**config.mk**
```make
export PLATFORM = sky130hd
export DESIGN_NAME = dac_driver
export DESIGN_NICKNAME = d
export VERILOG_FILES = /design/src/rtl/dac_driver.sv
export SDC_FILE = /design/constraint.sdc
export NUM_CORES = 1
export LEC_CHECK = 0
export CAP_MARGIN = 10
export CORE_MARGIN = 5
export CORE_UTILIZATION = 25
export DETAILED_ROUTE_END_ITERATION = 12
export SYNTH_ARGS = -nofsm -noshare
export SYNTH_HDL_FRONTEND = slang
export SYNTH_SLANG_ARGS = --single-unit
```
**constraint.sdc**
```tcl
create_clock -name clk -period 5.6 [get_ports clk]
set_input_delay 0.84 -clock clk [delete_from_list [all_inputs] [get_ports clk]]
set_output_delay 0.84 -clock clk [all_outputs]
set_load 0.03 [all_outputs]
```
**src/rtl/dac_driver.sv**
```systemverilog
// Multi-channel parallel-bus DAC writer: shadow registers, dirty-channel
// flush on commit, simultaneous LDAC update and power-up DAC reset.
module dac_driver #(
    parameter int NCH          = 6,
    parameter int SETUP_CYCLES = 1,
    parameter int WR_CYCLES    = 2,
    parameter int HOLD_CYCLES  = 1,
    parameter int LDAC_CYCLES  = 2,
    parameter int RST_CYCLES   = 4
) (
    input  logic        clk,
    input  logic        rst,
    input  logic        wr_en,
    input  logic [2:0]  wr_addr,
    input  logic [15:0] wr_data,
    input  logic        commit,
    output logic        busy_o,
    output logic        done,
    output logic [15:0] dacdb,
    output logic [2:0]  dacaddr,
    output logic        daccs,
    output logic        dacwr,
    output logic        dacldac,
    output logic        dacrst
);
    typedef enum logic [2:0] {
        S_INIT, S_IDLE, S_SETUP, S_WR, S_HOLD, S_GAP, S_LDAC, S_DONE
    } state_t;

    localparam logic [7:0] SETUP_LAST = 8'(SETUP_CYCLES - 1);
    localparam logic [7:0] WR_LAST    = 8'(WR_CYCLES - 1);
    localparam logic [7:0] HOLD_LAST  = 8'(HOLD_CYCLES - 1);
    localparam logic [7:0] LDAC_LAST  = 8'(LDAC_CYCLES - 1);
    localparam logic [7:0] RST_LAST   = 8'(RST_CYCLES - 1);

    state_t         state_q, state_d;
    logic [7:0]     cnt_q, cnt_d;
    logic [2:0]     ch_q, ch_d;
    logic [NCH-1:0] dirty_q, dirty_d;
    logic [15:0]    shadow_q [NCH];
    logic [15:0]    shadow_d [NCH];
    logic           pending_q, pending_d;
    logic [15:0]    dacdb_q, dacdb_d;
    logic [2:0]     dacaddr_q, dacaddr_d;
    logic           daccs_q, daccs_d;
    logic           dacwr_q, dacwr_d;
    logic           dacldac_q, dacldac_d;
    logic           dacrst_q, dacrst_d;
    logic           busy_q, busy_d;
    logic           done_q, done_d;

    logic           wr_ok;
    logic           first_vld, next_vld;
    logic [2:0]     first_idx, next_idx;
    logic           load;
    logic [2:0]     load_idx;

    assign wr_ok = wr_en && (int'(wr_addr) < NCH);

    // Lowest dirty channel overall, and lowest dirty channel above ch_q.
    always_comb begin
        first_vld = 1'b0;
        first_idx = '0;
        next_vld  = 1'b0;
        next_idx  = '0;
        for (int i = NCH - 1; i >= 0; i--) begin
            if (dirty_q[i]) begin
                first_vld = 1'b1;
                first_idx = 3'(i);
            end
            if (dirty_q[i] && i > int'(ch_q)) begin
                next_vld = 1'b1;
                next_idx = 3'(i);
            end
        end
    end

    always_comb begin
        state_d   = state_q;
        ch_d      = ch_q;
        dirty_d   = dirty_q;
        shadow_d  = shadow_q;
        pending_d = pending_q;
        dacdb_d   = dacdb_q;
        dacaddr_d = dacaddr_q;
        load      = 1'b0;
        load_idx  = '0;

        if (commit && state_q != S_IDLE) pending_d = 1'b1;

        unique case (state_q)
            S_INIT:  if (cnt_q == RST_LAST) state_d = S_IDLE;
            S_IDLE: begin
                if (commit || pending_q) begin
                    pending_d = 1'b0;
                    if (first_vld) begin
                        load     = 1'b1;
                        load_idx = first_idx;
                    end else begin
                        state_d = S_LDAC;
                    end
                end
            end
            S_SETUP: if (cnt_q == SETUP_LAST) state_d = S_WR;
            S_WR:    if (cnt_q == WR_LAST) state_d = S_HOLD;
            S_HOLD:  if (cnt_q == HOLD_LAST) state_d = S_GAP;
            S_GAP: begin
                if (next_vld) begin
                    load     = 1'b1;
                    load_idx = next_idx;
                end else begin
                    state_d = S_LDAC;
                end
            end
            S_LDAC:  if (cnt_q == LDAC_LAST) state_d = S_DONE;
            S_DONE:  state_d = S_IDLE;
            default: state_d = S_INIT;
        endcase

        if (load) begin
            state_d           = S_SETUP;
            ch_d              = load_idx;
            dacdb_d           = shadow_q[load_idx];
            dacaddr_d         = load_idx;
            dirty_d[load_idx] = 1'b0;
        end

        // A same-edge write re-marks the channel so it goes out next commit.
        if (wr_ok) begin
            shadow_d[wr_addr] = wr_data;
            dirty_d[wr_addr]  = 1'b1;
        end

        cnt_d = (state_d == state_q) ? cnt_q + 8'd1 : 8'd0;

        daccs_d   = !(state_d inside {S_SETUP, S_WR, S_HOLD});
        dacwr_d   = (state_d != S_WR);
        dacldac_d = (state_d != S_LDAC);
        dacrst_d  = (state_d == S_INIT);
        done_d    = (state_d == S_DONE);
        busy_d    = (state_d == S_IDLE || state_d == S_DONE) ? pending_d : 1'b1;
    end

    always_ff @(posedge clk) begin
        if (rst) begin
            state_q   <= S_INIT;
            cnt_q     <= '0;
            ch_q      <= '0;
            dirty_q   <= '0;
            pending_q <= 1'b0;
            for (int i = 0; i < NCH; i++) shadow_q[i] <= '0;
            dacdb_q   <= '0;
            dacaddr_q <= '0;
            daccs_q   <= 1'b1;
            dacwr_q   <= 1'b1;
            dacldac_q <= 1'b1;
            dacrst_q  <= 1'b1;
            busy_q    <= 1'b1;
            done_q    <= 1'b0;
        end else begin
            state_q   <= state_d;
            cnt_q     <= cnt_d;
            ch_q      <= ch_d;
            dirty_q   <= dirty_d;
            pending_q <= pending_d;
            shadow_q  <= shadow_d;
            dacdb_q   <= dacdb_d;
            dacaddr_q <= dacaddr_d;
            daccs_q   <= daccs_d;
            dacwr_q   <= dacwr_d;
            dacldac_q <= dacldac_d;
            dacrst_q  <= dacrst_d;
            busy_q    <= busy_d;
            done_q    <= done_d;
        end
    end

    assign dacdb   = dacdb_q;
    assign dacaddr = dacaddr_q;
    assign daccs   = daccs_q;
    assign dacwr   = dacwr_q;
    assign dacldac = dacldac_q;
    assign dacrst  = dacrst_q;
    assign busy_o  = busy_q;
    assign done    = done_q;
endmodule

```
Word-level counts from Yosys, hierarchy flattened
Index checks and enable logic that the tools add are counted.
{ "classes": {"addsub": 1, "n_mul": 0, "n_div": 0, "order_cmp": 13, "eq_ne": 18, "shifts": 0, "mux": 55, "n_bitwise": 7, "reduce_logical": 19} }
{ "op_table": {"columns": ["operator", "count"], "rows": [
  ["96-bit bitwise mux", 1],
  ["3-bit 2-to-1 mux", 23],
  ["16-bit binary-select mux with 3-bit select", 1],
  ["16-bit demux with 3-bit select", 1],
  ["16-bit 2-to-1 mux", 3],
  ["3-bit case mux with 8 select lines", 1],
  ["1-bit 2-to-1 mux", 19],
  ["3-bit == test, second input constant", 6],
  ["3-bit by 2-bit == test with 1-bit output, second input constant", 4],
  ["6-bit 2-to-1 mux", 2],
  ["1-bit logical AND", 10],
  ["8-bit by 1-bit adder with 8-bit output, second input constant", 1],
  ["8-bit by 1-bit == test with 1-bit output, second input constant", 1],
  ["8-bit by 2-bit == test with 1-bit output, second input constant", 1],
  ["4-bit greater-or-equal comparator, second input constant", 2],
  ["8-bit logical NOT", 1],
  ["3-bit by 4-bit less-than comparator with 1-bit output, second input constant", 2],
  ["3-bit NOT with 4-bit output", 2],
  ["6-bit bitwise AND", 1],
  ["1-bit demux with 3-bit select", 2],
  ["3-bit by 1-bit == test with 1-bit output, second input constant", 2],
  ["3-bit by 1-bit greater-or-equal comparator with 1-bit output, second input constant", 2],
  ["2-bit by 3-bit greater-than comparator with 1-bit output, first input constant", 2],
  ["3-bit greater-than comparator, first input constant", 2],
  ["17 further kinds", 21]
]} }
{ "word_totals": {"ff_bits": 139, "latch_bits": 0, "mem_bits_rw": 0, "romBits": 0, "input_bits": 23, "elab_cells": 131, "mem_count": 0} }

Longest topological paths before layout
Gate-level depths: netlist of the first run.
{ "depth": {"depth_word": 18, "mapped_depth": 8, "depth_no_buf": 7} }

Worst setup path before layout of the first run
Ideal clock, no wire load.
{ "synth_path": {"path_kind": "input port to flip-flop", "start": "input commit", "end": "register dacdb_q[10] (netlist: dacdb[10])", "setup_time_ns": 0.122, "t_arrival_ns": 2.368, "slack_ns": 3.110, "path_stages": 8, "cell_sequence": "or2_2 -> nand3_1 -> nor3_1 -> or2_1 -> buf_6 -> buf_8 -> a221o_1 -> a221o_1"} }
{ "synth_between": {"elab_chain_cells": 7, "word_cells_on_any_way": 9, "classes_between": "mux: 7; bitwise: 1; reduce/logical: 1"} }
{ "synth_lines": {"columns": ["element", "line_no", "source"], "rows": [
  ["start, declared", "16", "input logic commit,"],
  ["1-bit logical OR *", "94", "if (commit || pending_q) begin"],
  ["3-bit 2-to-1 mux", "94", null],
  ["3-bit case mux with 2 select lines", "91", "unique case (state_q)"],
  ["3-bit NOT with 4-bit output (not written as such)", "123", "dacdb_d = shadow_q[load_idx];"],
  ["16-bit binary-select mux with 3-bit select", "123", null],
  ["16-bit 2-to-1 mux (not written as such) (2 in series)", "123", null],
  ["end signal, assigned", "152", "dacdb_q <= '0;"],
  ["end signal, assigned", "167", "dacdb_q <= dacdb_d;"],
  ["end, declared", "43", "logic [15:0] dacdb_q, dacdb_d;"]
]} }
Every way passes the cells marked *; elsewhere a longest branch is shown, timed or not. The select of a mux whose other input is x is not followed.
A chain may end at the register's enable or synchronous reset.

Worst setup path after layout of the first run
{ "layout_path": {"start": "input commit", "end": "register dacdb_q[12] (netlist: dacdb[12])"} }
Same word-level chain as after synthesis.

==> impl_metrics.ini, run 1 <==
[global_route]
grt_usage = 0.136
grt_overflow = 0
antenna_found_initial = 0
grt_max_degree = 59
first_global_vias = 5113
grt_pass1_wl_um = 28300

[worst_setup_path]
crit_top_cell = nor2_1
crit_type = primary input to flop
start_kind = primary input
path_delay_family = compound AO/OA/AOI/OAI gates
slowest_stage = o21bai_2
path_max_fanout = 18
path_cells = clkdlybuf4s50_1 > nor2_1 > a211oi_2 > o21bai_2 > nor2_1 > buf_4 > a221o_1
crit_required_ns = 5.91
cpPeakStageDelay_ns = 0.73
crit_arrival_ns = 3.26
end_kind = flop
path_buf_inv = 2
r2r_setup_slack_ns = 2.75

[sta]
fin_crit_ns = 2.95
whs_ns = 0.449
fin_tns_setup_ns = 0
grt_setup_unrepaired = false
maxSlewHeadroom = 0.364
max_freq_mhz = 339
fin_crit_sh = 0.527
skew_ns = 0.0115
setup_violations = 0
tightest_slew_ns = 0.954
layout_setup_ws_ns = 2.65
report.final.slew_viol_count = 0
hold_viol = 0

[clock_network]
clockBufferDepth = 2
htreeDepth = 4
cts_root_buf = clkbuf_16
holdBufCountCts = 0
clk_latency_ns = 0.43
clkTransAtPathRegs_ns = 0.06
cts_tree = done
cts_buffers = 17
ctsResizeCount = 0
clock-sinks = 139
postCtsSetupBuffers = 0

[placement]
place.gp.congestion = 0.818
port_buffers = 47
place_ws_ns = 2.22
hpwlAfterDp_um = 11300

[layout]
drive_gt1_frac = 0.0815
antenna_cells = 0
nets = 786
seq_area_mm2 = 0.00278
fill_cells = 2472
multi_input_comb_area_mm2 = 0.00293
syn_to_final_growth_pct = 22.4

[drt]
ant_nets = 0
drtIter0Drc = 384
routed_wl_um = 17700
dr_total_vias = 5317
dr.pass1.iters = 5
routed_via_density = 4.87
drc = 0
wire_per_inst_um = 16.2

[floorplanning]
die-area_mm2 = 0.0268
placementRows = 56
core_area_mm2 = 0.0234
die_h_um = 164
start_util = 0.253
fp.dieW_um = 164
num_io_pins = 48

[synthesis]
synth_cell_types = 54
synth_enable_flop_cells = 0
synth_area_per_cell_um2 = 8.12
synth_top_area_share = 0.471
ys_seq_area_frac = 0.471
synth_flop_cell = dfxtp_1
syn_area_mm2 = 0.00591
ys_ff_latch = 139
synth_warnings = 0
syn_nets = 754
synthTopCellsByArea = dfxtp_1, nand2_1, a21oi_1
syn-instance-count = 728
synthArstFlopShare = 0
yosys.area.top_type = dfxtp_1

[run_status]
outcome = completed

[min_path]
holdCritPathClass = flop to flop

[power_and_ir_drop]
ir_worst_vdd_mv = 0.226
power_density_mw_per_mm2 = 335
p_leak_nw = 2.43

[run]
drv_cap = 0
==> stage by stage <==
step / instances / util / cell area [um^2] / power (mW)
after floorplan: 728 / - / 5910 / 1.30
after detailed placement: 1060 / 0.286 / 6690 / 1.41
after global routing: 1092 / 0.309 / 7240 / 2.53
after global placement: 1060 / 0.286 / 6690 / 1.40
final: 1092 / 0.309 / 7240 / 2.42
after CTS: 1092 / 0.309 / 7240 / 2.44
==> cell usage in the layout, fill, tap and decap left out, types with 2 or more instances in the layout <==
master | synthesis | final
a221o_1 | 33 | 33
nor2b_1 | 5 | 5
o31ai_1 | 2 | 2
and2_1 | 2 | 2
clkinv_2 | 0 | 3
nand4_1 | 2 | 2
clkinv_4 | 0 | 4
nand3_1 | 11 | 11
a31oi_1 | 2 | 2
clkbuf_16 | 0 | 17
nand2_1 | 199 | 199
or3b_1 | 2 | 2
inv_1 | 7 | 7
a211o_1 | 3 | 3
xor2_1 | 5 | 5
a21oi_1 | 106 | 106
a32oi_1 | 16 | 16
nand2b_1 | 5 | 5
clkbuf_8 | 0 | 2
or2_2 | 4 | 4
or2_1 | 2 | 2
ha_1 | 3 | 3
a211oi_1 | 17 | 17
nor3_2 | 0 | 2
or3_1 | 5 | 5
o21ai_0 | 24 | 24
and3_1 | 20 | 20
dfxtp_1 | 139 | 139
inv_6 | 0 | 2
nor3_1 | 8 | 6
clkdlybuf4s50_1 | 0 | 46
clkinvlp_4 | 0 | 3
nor2_1 | 33 | 32
buf_4 | 0 | 13
o21ai_2 | 1 | 3
nor4_1 | 2 | 2
==> cell families after synthesis <==
kind of cell             share of synthesized area
AO/OA/AOI/OAI                                0.246
XOR/XNOR                                   0.00889
adder cells (fa/ha/maj)                    0.00635
buffers and inverters                       0.0379
flip-flops                                   0.471
AND/OR/NAND/NOR                              0.231
==> worst min-delay path, delay by kind of cell, from the launching register on <==
family	cells	cell delay (ns)
flip-flops	1	0.30
AO/OA/AOI/OAI	1	0.05
AND/OR/NAND/NOR	1	0.05
==> path summary, 6_finish.rpt <==
path | from | to | depth (start not counted)
max | commit | dacdb[12] | 7
min | shadow_q[65] | shadow_q[65] | 2
max reg2reg | dirty_q[5] | dacdb[2] | 6
min reg2reg | shadow_q[65] | shadow_q[65] | 2
==> state kept, by name, indices dropped and copies added, names as in the netlist <==
register / count
cnt_q: 8
busy_o: 1
dacrst: 1
dacaddr: 3
pending_q: 1
dacldac: 1
dacwr: 1
state_q: 3
done: 1
dacdb: 16
shadow_q: 96
dirty_q: 6
daccs: 1
==> power by group <==
part / switching, mW / internal (mW) / leakage (nW)
Combinational: 0.197 / 0.120 / 1.04
Clock: 0.445 / 0.591 / 0.263
Sequential: 0.0407 / 1.03 / 1.12
==> metal layers <==
layer	global-route usage	routed length [um]	up-vias
met5	0	0	-
met4	0.0457	300	0
met3	0.0339	1070	24
met2	0.211	8150	156
met1	0.184	8210	2491
li1	-	-	2646
==> Yosys cell counts, types with 3 or more instances <==
cell,number
a211oi_1,17
or3_1,5
or2_2,4
dfxtp_1,139
nor2b_1,5
a32oi_1,16
o21ai_0,24
a211o_1,3
a21oi_1,106
a221o_1,33
nand2b_1,5
nand2_1,199
nand3_1,11
ha_1,3
nor2_1,33
buf_2,5
nor3_1,8
inv_1,7
clkbuf_1,39
xor2_1,5
and3_1,20
==> final cells by class <==
class | count | area share
flip-flops and latches | 139 | 0.384
well taps | 319 | 0.0551
clock buffers | 20 | 0.0631
inverters | 7 | 0.00363
repair buffers | 59 | 0.0771
multi-input cells | 536 | 0.404
clock inverters | 12 | 0.0124
No activity file was read; power rests on OpenSTA's default activity.
==> run 2, diff against run 1 <==
clock period = 2.7 ns   (was 5.6 ns; I/O delays follow)
==> run 2 against run 1 <==
Net effect:
- die area unchanged
- clock-buffer cell count decreased by 2
- flip-flop and latch count unchanged
- critical path type is now flop to flop
- largest cell class unchanged
==> impl_metrics.ini, run 2 (synthesis results as in run 1) <==
[clock_network]
clk_latency_ns = 0.42
clock-sinks = 139
cts_buffers = 17
cts_tree = done
ctsResizeCount = 0
htreeDepth = 4
clockBufferDepth = 2
clkTransAtPathRegs_ns = 0.06
cts_root_buf = clkbuf_16
postCtsSetupBuffers = 0
holdBufCountCts = 0

[layout]
antenna_cells = 0
largest_reg_flops = 96
fill_cells = 2482
fin_cells = 1107
drive_gt1_frac = 0.100
regMostFlops = shadow_q
nets = 801
mostFrequentLayoutCell = nand2_1
final_util = 0.320
layout_common_cells = nand2_1, dfxtp_1, a21oi_1
syn_to_final_growth_pct = 26.8

[sta]
report.final.slew_viol_count = 0
max_freq_mhz = 398
maxSlewHeadroom = 0.226
grt_setup_unrepaired = false
fin_tns_setup_ns = 0
tightest_slew_ns = 1.16
fin_crit_sh = 0.930
hold_viol = 0
whs_ns = 0.218
skew_ns = 0.00589
setup_violations = 0
fin_crit_ns = 2.51

[global_route]
grt_usage = 0.136
top_usage_layer = met2
antenna_found_initial = 0
grt_max_degree = 106
grt_util_met3 = 0.0334
grt_pass1_wl_um = 28700
grt_overflow = 0
gr-usage-met1 = 0.177
grt_use_met2 = 0.222
first_global_vias = 5274

[drt]
drtIter0Drc = 528
drc = 0
routed_wl_um = 18100
dr.pass1.iters = 5
wire_per_inst_um = 16.4
routed_via_density = 4.93
dr_total_vias = 5455
ant_nets = 0

[run]
drv_cap = 0

[worst_setup_path]
worstRegToRegCells = 6
worst_r2r_endpoint = dacdb[10]
crit_required_ns = 3.07
setup.worst_path.start = state_q[0]
r2r_setup_slack_ns = 0.19
cpPeakStageDelay_ns = 0.85
crit_arrival_ns = 2.88
slowest_stage = o21ai_4
path_max_fanout = 33
end_kind = flop
critical_path.endpoint = dacdb[10]
path_cells = and3b_1 > nand2_4 > o21ai_4 > a32oi_1 > a211oi_1 > a221o_1
crit_type = flop to flop
reg2reg_from = state_q[0]
start_kind = flop

[power_and_ir_drop]
ir_worst_vdd_mv = 0.425
power_density_mw_per_mm2 = 718
p_leak_nw = 2.57

[floorplanning]
core_area_mm2 = 0.0234
die-area_mm2 = 0.0268
die_h_um = 164
fp.dieW_um = 164
num_io_pins = 48
placementRows = 56
start_util = 0.253

[placement]
port_buffers = 47
place.gp.congestion = 0.796
hpwlAfterDp_um = 11000
dp.cells = 1075

[run_status]
outcome = completed

[min_path]
holdCritPathClass = primary input to flop
[run 2: cell type report]
| cell class | count | area [um^2] | area share |
|---|---|---|---|
| well taps | 319 | 399 | 0.0532 |
| clock inverters | 14 | 184 | 0.0245 |
| multi-input cells | 536 | 2930 | 0.391 |
| repair buffers | 74 | 733 | 0.0978 |
| flip-flops and latches | 139 | 2780 | 0.371 |
| inverters | 7 | 26.3 | 0.00351 |
| clock buffers | 18 | 439 | 0.0586 |
[run 2: how the worst min path moves through the flow]
stage	startpoint	depth (start not counted)	slack (ns)	endpoint
after CTS	rst	2	0.21	state_q[2]
after global placement	shadow_q[89]	2	0.44	shadow_q[89]
after detailed placement	shadow_q[92]	2	0.44	shadow_q[92]
final	rst	2	0.22	state_q[2]
after global routing	rst	2	0.22	state_q[1]
after floorplan	shadow_q[65]	2	0.43	shadow_q[65]
[run 2: critical path, delay by kind of cell, from the launching register on]
family | cells | cell delay, ns
AO/OA/AOI/OAI | 4 | 1.55
AND/OR/NAND/NOR | 2 | 0.44
flip-flops | 1 | 0.46
[run 2: power by group]
part	total [mW]	switching (mW)	internal, mW	leakage, nW
Clock	2.46	0.957	1.50	0.309
Combinational	0.713	0.427	0.285	1.14
Sequential	2.21	0.0749	2.14	1.13
[run 2: through the flow]
| step | cell area (um^2) | setup WS (ns) | power (mW) |
|---|---|---|---|
| final | 7500 | 0.190 | 5.38 |
| after global routing | 7500 | 0.0528 | 5.60 |
| after global placement | 6870 | 0.197 | 2.97 |
| after CTS | 7490 | 0.135 | 5.42 |
| after floorplan | 5910 | 0.319 | 2.69 |
| after detailed placement | 6870 | 0.186 | 2.97 |
[run 2: layer usage]
layer / vias up / routed length [um]
li1: 2676 / -
met1: 2576 / 8040
met2: 181 / 8500
met3: 22 / 1300
met4: 0 / 268
met5: - / 0
==> run 3, diff against run 2 <==
CTS_CLUSTER_DIAMETER = 50   (was unset)
==> results of run 3 <==
The final DEF is identical to that of run 2; final timing and power are the same.
